[src/rtl/instr_sequencer.sv]
// Fetch/execute sequencer for the 8-bit accumulator CPU: ROM fetch, decode handshake, mem/reg strobes, branches.
// Latency: 5 cycles FETCH->FETCH for ALU/memory/NOP instructions, 3 cycles for JMP/BEQ; HALT is terminal until rst.
// No backpressure: ROM and data memory are assumed to accept a strobe every cycle it is driven.
module instr_sequencer #(
   parameter int ADDR_W = 4,
   parameter int CNT_W  = 16
) (
   input  logic              clk,
   input  logic              rst,
   output logic              rom_en,
   output logic [ADDR_W-1:0] pc_out,
   input  logic [7:0]        instr_rdata,
   output logic [3:0]        opcode,
   output logic [3:0]        operand,
   input  logic              dec_mem_read,
   input  logic              dec_mem_write,
   input  logic              dec_wb_mem,
   input  logic              dec_load_a,
   input  logic              dec_load_b,
   input  logic              dec_br_zero,
   input  logic              dec_br_eq,
   input  logic              alu_eq,
   output logic              dmem_re,
   output logic              dmem_we,
   output logic              reg_a_we,
   output logic              reg_b_we,
   output logic              halted,
   output logic [CNT_W-1:0]  instr_retired
);

   typedef enum logic [2:0] {
      S_FETCH = 3'd0,
      S_LATCH = 3'd1,
      S_EXEC  = 3'd2,
      S_MEM   = 3'd3,
      S_WB    = 3'd4,
      S_HALT  = 3'd5
   } state_t;

   state_t            state_q, state_d;
   logic [ADDR_W-1:0] pc_q, pc_d;
   logic [7:0]        ir_q, ir_d;
   logic [CNT_W-1:0]  ret_q, ret_d;

   logic [ADDR_W-1:0] pc_inc;
   logic [ADDR_W-1:0] pc_target;
   logic [CNT_W-1:0]  ret_inc;
   logic              run;

   // PC arithmetic wraps naturally at the register width
   assign pc_inc    = pc_q + ADDR_W'(1);
   assign pc_target = ADDR_W'(ir_q[3:0]);
   assign ret_inc   = ret_q + CNT_W'(1);
   // strobes are forced low while reset is held, whatever the state register holds
   assign run       = ~rst;

   assign pc_out        = pc_q;
   assign opcode        = ir_q[7:4];
   assign operand       = ir_q[3:0];
   assign instr_retired = ret_q;

   // next-state: instruction sequencing, branch resolution, retirement count
   always_comb begin
      state_d = state_q;
      pc_d    = pc_q;
      ir_d    = ir_q;
      ret_d   = ret_q;
      case (state_q)
         S_FETCH: state_d = S_LATCH;
         S_LATCH: begin
            ir_d    = instr_rdata;
            state_d = S_EXEC;
         end
         S_EXEC: begin
            if (ir_q[7:4] == 4'hF) begin
               state_d = S_HALT;
            end else if (dec_br_zero) begin
               pc_d    = pc_target;
               ret_d   = ret_inc;
               state_d = S_FETCH;
            end else if (dec_br_eq) begin
               pc_d    = alu_eq ? pc_target : pc_inc;
               ret_d   = ret_inc;
               state_d = S_FETCH;
            end else begin
               state_d = S_MEM;
            end
         end
         S_MEM: state_d = S_WB;
         S_WB: begin
            pc_d    = pc_inc;
            ret_d   = ret_inc;
            state_d = S_FETCH;
         end
         S_HALT:  state_d = S_HALT;
         default: state_d = S_FETCH;
      endcase
   end

   // state, PC, IR and retirement counter registers with synchronous reset
   always_ff @(posedge clk) begin
      if (rst) begin
         state_q <= S_FETCH;
         pc_q    <= '0;
         ir_q    <= 8'h00;
         ret_q   <= '0;
      end else begin
         state_q <= state_d;
         pc_q    <= pc_d;
         ir_q    <= ir_d;
         ret_q   <= ret_d;
      end
   end

   // strobes decoded from the state register qualified by the decoder outputs
   always_comb begin
      rom_en   = 1'b0;
      dmem_re  = 1'b0;
      dmem_we  = 1'b0;
      reg_a_we = 1'b0;
      reg_b_we = 1'b0;
      halted   = 1'b0;
      if (run) begin
         case (state_q)
            S_FETCH: rom_en = 1'b1;
            S_MEM: begin
               dmem_re = dec_mem_read | dec_wb_mem;
               dmem_we = dec_mem_write;
            end
            S_WB: begin
               dmem_we  = dec_wb_mem;
               reg_a_we = dec_load_a;
               reg_b_we = dec_load_b;
            end
            S_HALT:  halted = 1'b1;
            default: ;
         endcase
      end
   end

endmodule

[config.mk]
export PLATFORM = sky130hd
export DESIGN_NAME = instr_sequencer
export DESIGN_NICKNAME = d
export VERILOG_FILES = /design/src/rtl/instr_sequencer.sv
export SDC_FILE = /design/constraint.sdc
export NUM_CORES = 1
export LEC_CHECK = 0
export CORE_ASPECT_RATIO = 0.5
export CORE_MARGIN = 2
export CORE_UTILIZATION = 42
export CTS_BUF_LIST = sky130_fd_sc_hd__clkbuf_16
export CTS_CLUSTER_SIZE = 40
export DETAILED_ROUTE_END_ITERATION = 10
export HOLD_SLACK_MARGIN = 0.02
export PLACE_DENSITY_LB_ADDON = 0.3
export SETUP_SLACK_MARGIN = 0.05
export SLEW_MARGIN = 20
export SYNTH_ARGS = -nofsm -noshare
export SYNTH_HDL_FRONTEND = slang
export SYNTH_SLANG_ARGS = --single-unit
[constraint.sdc]
create_clock -name clk -period 1.5 [get_ports clk]
set_input_delay 0.375 -clock clk [delete_from_list [all_inputs] [get_ports clk]]
set_output_delay 0.375 -clock clk [all_outputs]
set_load 0.05 [all_outputs]
Word-level counts from Yosys, hierarchy flattened
Cells that the tools add are included.

Word-level logic and storage cells: 43. Bits in registers: 31. Output and inout bits: 34. Input port bits: 18.

Muxes and demuxes: 25. Equal/unequal tests: 8. Bitwise logic cells: 1. $add $sub $neg: 2. Reduce and logical (&&, ||, !) cells: 3.

Operator list (count): 16-bit two-way mux (3); 16-bit case mux with 2 select lines (1); 16-bit by 1-bit adder with 16-bit output, second input constant (1); 4-bit two-way mux (4); 3-bit case mux with 5 select lines (1); 1-bit two-way mux (11); 4-bit case mux with 2 select lines (1); 3-bit by 2-bit equality test with 1-bit output, second input constant (2); 3-bit equality test, second input constant (2); 4-bit by 1-bit adder with 4-bit output, second input constant (1); 4-bit equality test, second input constant (1); 2-bit two-way mux (2); 3-bit by 1-bit equality test with 1-bit output, second input constant (1); 3-bit zero test (1); 3-bit two-way mux (1); 3-bit inequality test, second input constant (1); 3-bit AND reduction (1); 2-bit inequality test, second input constant (1); 1-bit case mux with 2 select lines (1); 2-bit nonzero test (1); 1-bit bitwise OR (1).

Logic depth before layout (Yosys ltp)
Depth after elaboration: 6. Gate-level depth with buffers: 7. Depth with buffers taken out: 5.

Worst setup path before layout
No wires, ideal clock.

Path kind: input port to output port. From: in rst. To: out rom_en. Path slack: -1.075 ns. Data required time: 1.125 ns. Path buffers: 2. Stages: 3. Arrival: 2.200 ns. Path through: clkbuf_1 > clkbuf_1 > nor4_1.

Word-level cells in the longest chain between the ends: 1.

Ends and longest elaborated chain: from (decl) (line 9) `input logic rst,`; 1-bit two-way mux (line 123) `if (run) begin`; to (decl) (line 10) `output logic rom_en,`.

No other way between the ends.

Final worst setup path
From: reg state_q[0]. To: reg ret_q[15], in the netlist instr_retired[15].

Word-level cells in the longest chain between the ends: 3. Elaborated cells on any way between the ends: 7. Those cells by class: eq/ne: 4; mux: 1; reduce/logical: 2.

Ends and longest elaborated chain: from (decl) (line 40) `state_t state_q, state_d;`; from (signal assigned) (line 108) `state_q <= state_d;`; 3-bit by 2-bit equality test with 1-bit output / 3-bit equality test (equally long branches) (line 68) `case (state_q)`; 3-bit inequality test (no line) (tied with other cells); 3-bit AND reduction (no line); to (signal assigned) (line 111) `ret_q <= ret_d;`; to (decl) (line 43) `logic [CNT_W-1:0] ret_q, ret_d;`.

Parallel ways exist; a longest one is shown, timed or not. A chain may end at the register's enable or synchronous reset.

==> run summary <==
outcome: finished with violations
failing checks: setup timing
die width: 92.7 microns
min-delay worst type: reg -> reg
Post-synth top flop: dfxtp_1
setup TNS: -5.92 ns
startpoint types: register
unrepaired setup endpoints after global routing: true
PnR worst setup slack: -0.365 ns
Mapped Area: 0.00165 sq mm
Gate Count Post-Synth: 186
Final HPWL DP: 3.67 mm
Place WS: -0.487 ns
total global routing overflow: 0
Req. time, crit path: 1.66 ns
Yosys top cell area share: 37.5%
Final Slew Violations: 0
critical path class: reg -> reg
sequential fraction of the synthesis area: 37.5%
Slew headroom: 75.8%
Residual DRC: 0
Area Growth Syn to Fin: 113%
clock buffer depth: 2
CTS root buf: clkbuf_16
row count: 16
Ys Warns: 0
EDFF count, synth: 0
H-tree levels: 2
largest net degree at the start of global routing: 24
final RePlAce weighted congestion: 0.847
P per Cell Area: 814 mW/mm^2
DRT antenna net count: 0
initial DRC count: 237
crit path capture type: register
port bufs: 51
CTS Hold Bufs: 0
Top Ports: 52
Yosys reg bits: 31
routed len/inst: 27.9 microns
Initial DRT Pass Iterations: 5
Die Height: 48.4 microns
initial core utilization: 43.0%
Final Cycle Share: 124%
Setup violations, final: 33
largest area contributor in the netlist: dfxtp_1
worst skew pair latency: 0.28 ns
final worst path period need: 1.87 ns
clock sinks: 31
proportion of layout cells with a drive suffix above 1: 63.2%
number of distinct library cells after synthesis: 44
Placeable Area: 0.00384 sq mm
Pwr Total: 2.86 mW
Mapped Nets: 206
Die Area: 0.00448 sq mm
Final Hold Viols: 0
CTS tree: done
GRT Util Overall: 33.9%
Final nets: 304
via count: 2283
Max FO, Critical Path: 8
Static Leak: 1.32 nW
# diodes: 0
Worst Skew: 0.00560 ns
first-pass GRT wire length: 11.6 mm
clock-pin slew on the worst setup and hold paths: 0.06 ns
number of global-route vias before repair: 2185
final WL: 9.45 mm
Avg Synthesized Cell Area: 8.89 sq um
worst vdd ir: 0.883 mV
TritonCTS Buffers: 5
FILL cells: 132
Worst Path Arrival: 2.03 ns
Fin Hold WS: 0.541 ns
Synth async-reset ratio: 0%
synth top area cells: dfxtp_1 (38%), mux2i_1 (6.7%), or4_1 (5.5%), a21oi_1 (5.1%), o31ai_1 (5.0%)
Worst Tran Pin Value: 0.360 ns
Max-cap violations: 0
f_max: 0.536 GHz
vias per inst: 6.73
initial antenna violation count: 0
[registers in the layout, indices dropped and copies added (netlist names)]
name	flops
instr_retired	16
pc_out	4
ir_q	8
state_q	3
[cells by family after synthesis]
family	count (synthesis)	share of synthesized area [%]
flops	31	37.5
fa+ha+maj	2	1.51
mux	13	8.02
simple gates	82	30.7
buf+inv	14	5.15
compound gates	44	17.0
[cell usage in the layout (no fill, tap or decap), types with 3 or more instances in the layout]
cell / n
o21ai_0: 3
nor2b_1: 4
nand2_1: 4
dfxtp_1: 11
buf_4: 35
buf_12: 33
mux2i_1: 8
a21oi_1: 6
mux2i_2: 3
nand3_1: 5
dfxtp_4: 18
or4_4: 10
clkdlybuf4s50_1: 13
buf_6: 12
buf_8: 4
clkbuf_16: 6
a21oi_2: 11
nand4_1: 6
dlygate4sd2_1: 3
nor2_1: 16
o31ai_1: 9
nand2b_4: 3
[metal layers]
layer	track usage (%)	up-vias	wire [microns]
met5	0	-	0
met4	18.6	0	715
met3	9.19	82	1070
met2	55.8	224	4210
met1	40.7	1072	3460
li1	-	905	-
[path summary, 6_finish.rpt]
path / slack, ns / startpoint / cells after the start / endpoint
max: -0.37 / state_q[0] / 4 / instr_retired[15]
min: 0.54 / instr_retired[12] / 2 / instr_retired[12]
max reg2reg: -0.37 / state_q[0] / 4 / instr_retired[15]
min reg2reg: 0.54 / instr_retired[12] / 2 / instr_retired[12]
[cells in the mapped netlist, drive strengths merged, types with 3 or more instances]
library cell and number:
mux2i 11, and3 3, nand2b 5, nor3 3, nand3 6, or4 12
nor2 19, clkbuf 5, and4 3, nand4 8, o21ai 6, dfxtp 31
nor2b 4, nand2 7, buf 7, a21oi 18, o31ai 11
[per-stage QoR]
| stage | instances | instance area, sq um | utilization, % |
|---|---|---|---|
| after floorplan | 186 | 1840 | - |
| after global placement | 311 | 2850 | 74.2 |
| after detailed placement | 311 | 2850 | 74.2 |
| after CTS | 332 | 3290 | 85.6 |
| after global routing | 339 | 3520 | 91.5 |
| final | 339 | 3520 | 91.5 |
[final cells by class]
type	instances	area, sq um	area share, %
multi-input combinational	142	1310	37.2
timing repair buffer	102	1280	36.5
sequential	31	691	19.6
clock buffer	6	150	4.27
tap	54	67.6	1.92
clock inverter	2	8.76	0.249
inverter	2	7.51	0.214
[repair_timing]
action,in CTS,in global routing
gates cloned,2,0
setup endpoints to repair,27,33
buffers inserted,11,8
pin swaps,21,21
resized for setup,49,41
[worst max-delay path, cell delays in order (launching register included)]
cell,delay (ns)
dfxtp_4,0.40
inv_2,0.29
nand4_1,0.32
nor4b_4,0.36
mux2_2,0.37
[power by group]
group | internal, mW | switching [mW] | total (mW)
logic | 0.387 | 0.453 | 0.840
clock network | 0.707 | 0.401 | 1.11
registers | 0.840 | 0.0732 | 0.913
Power figures use the tool's default switching activity.
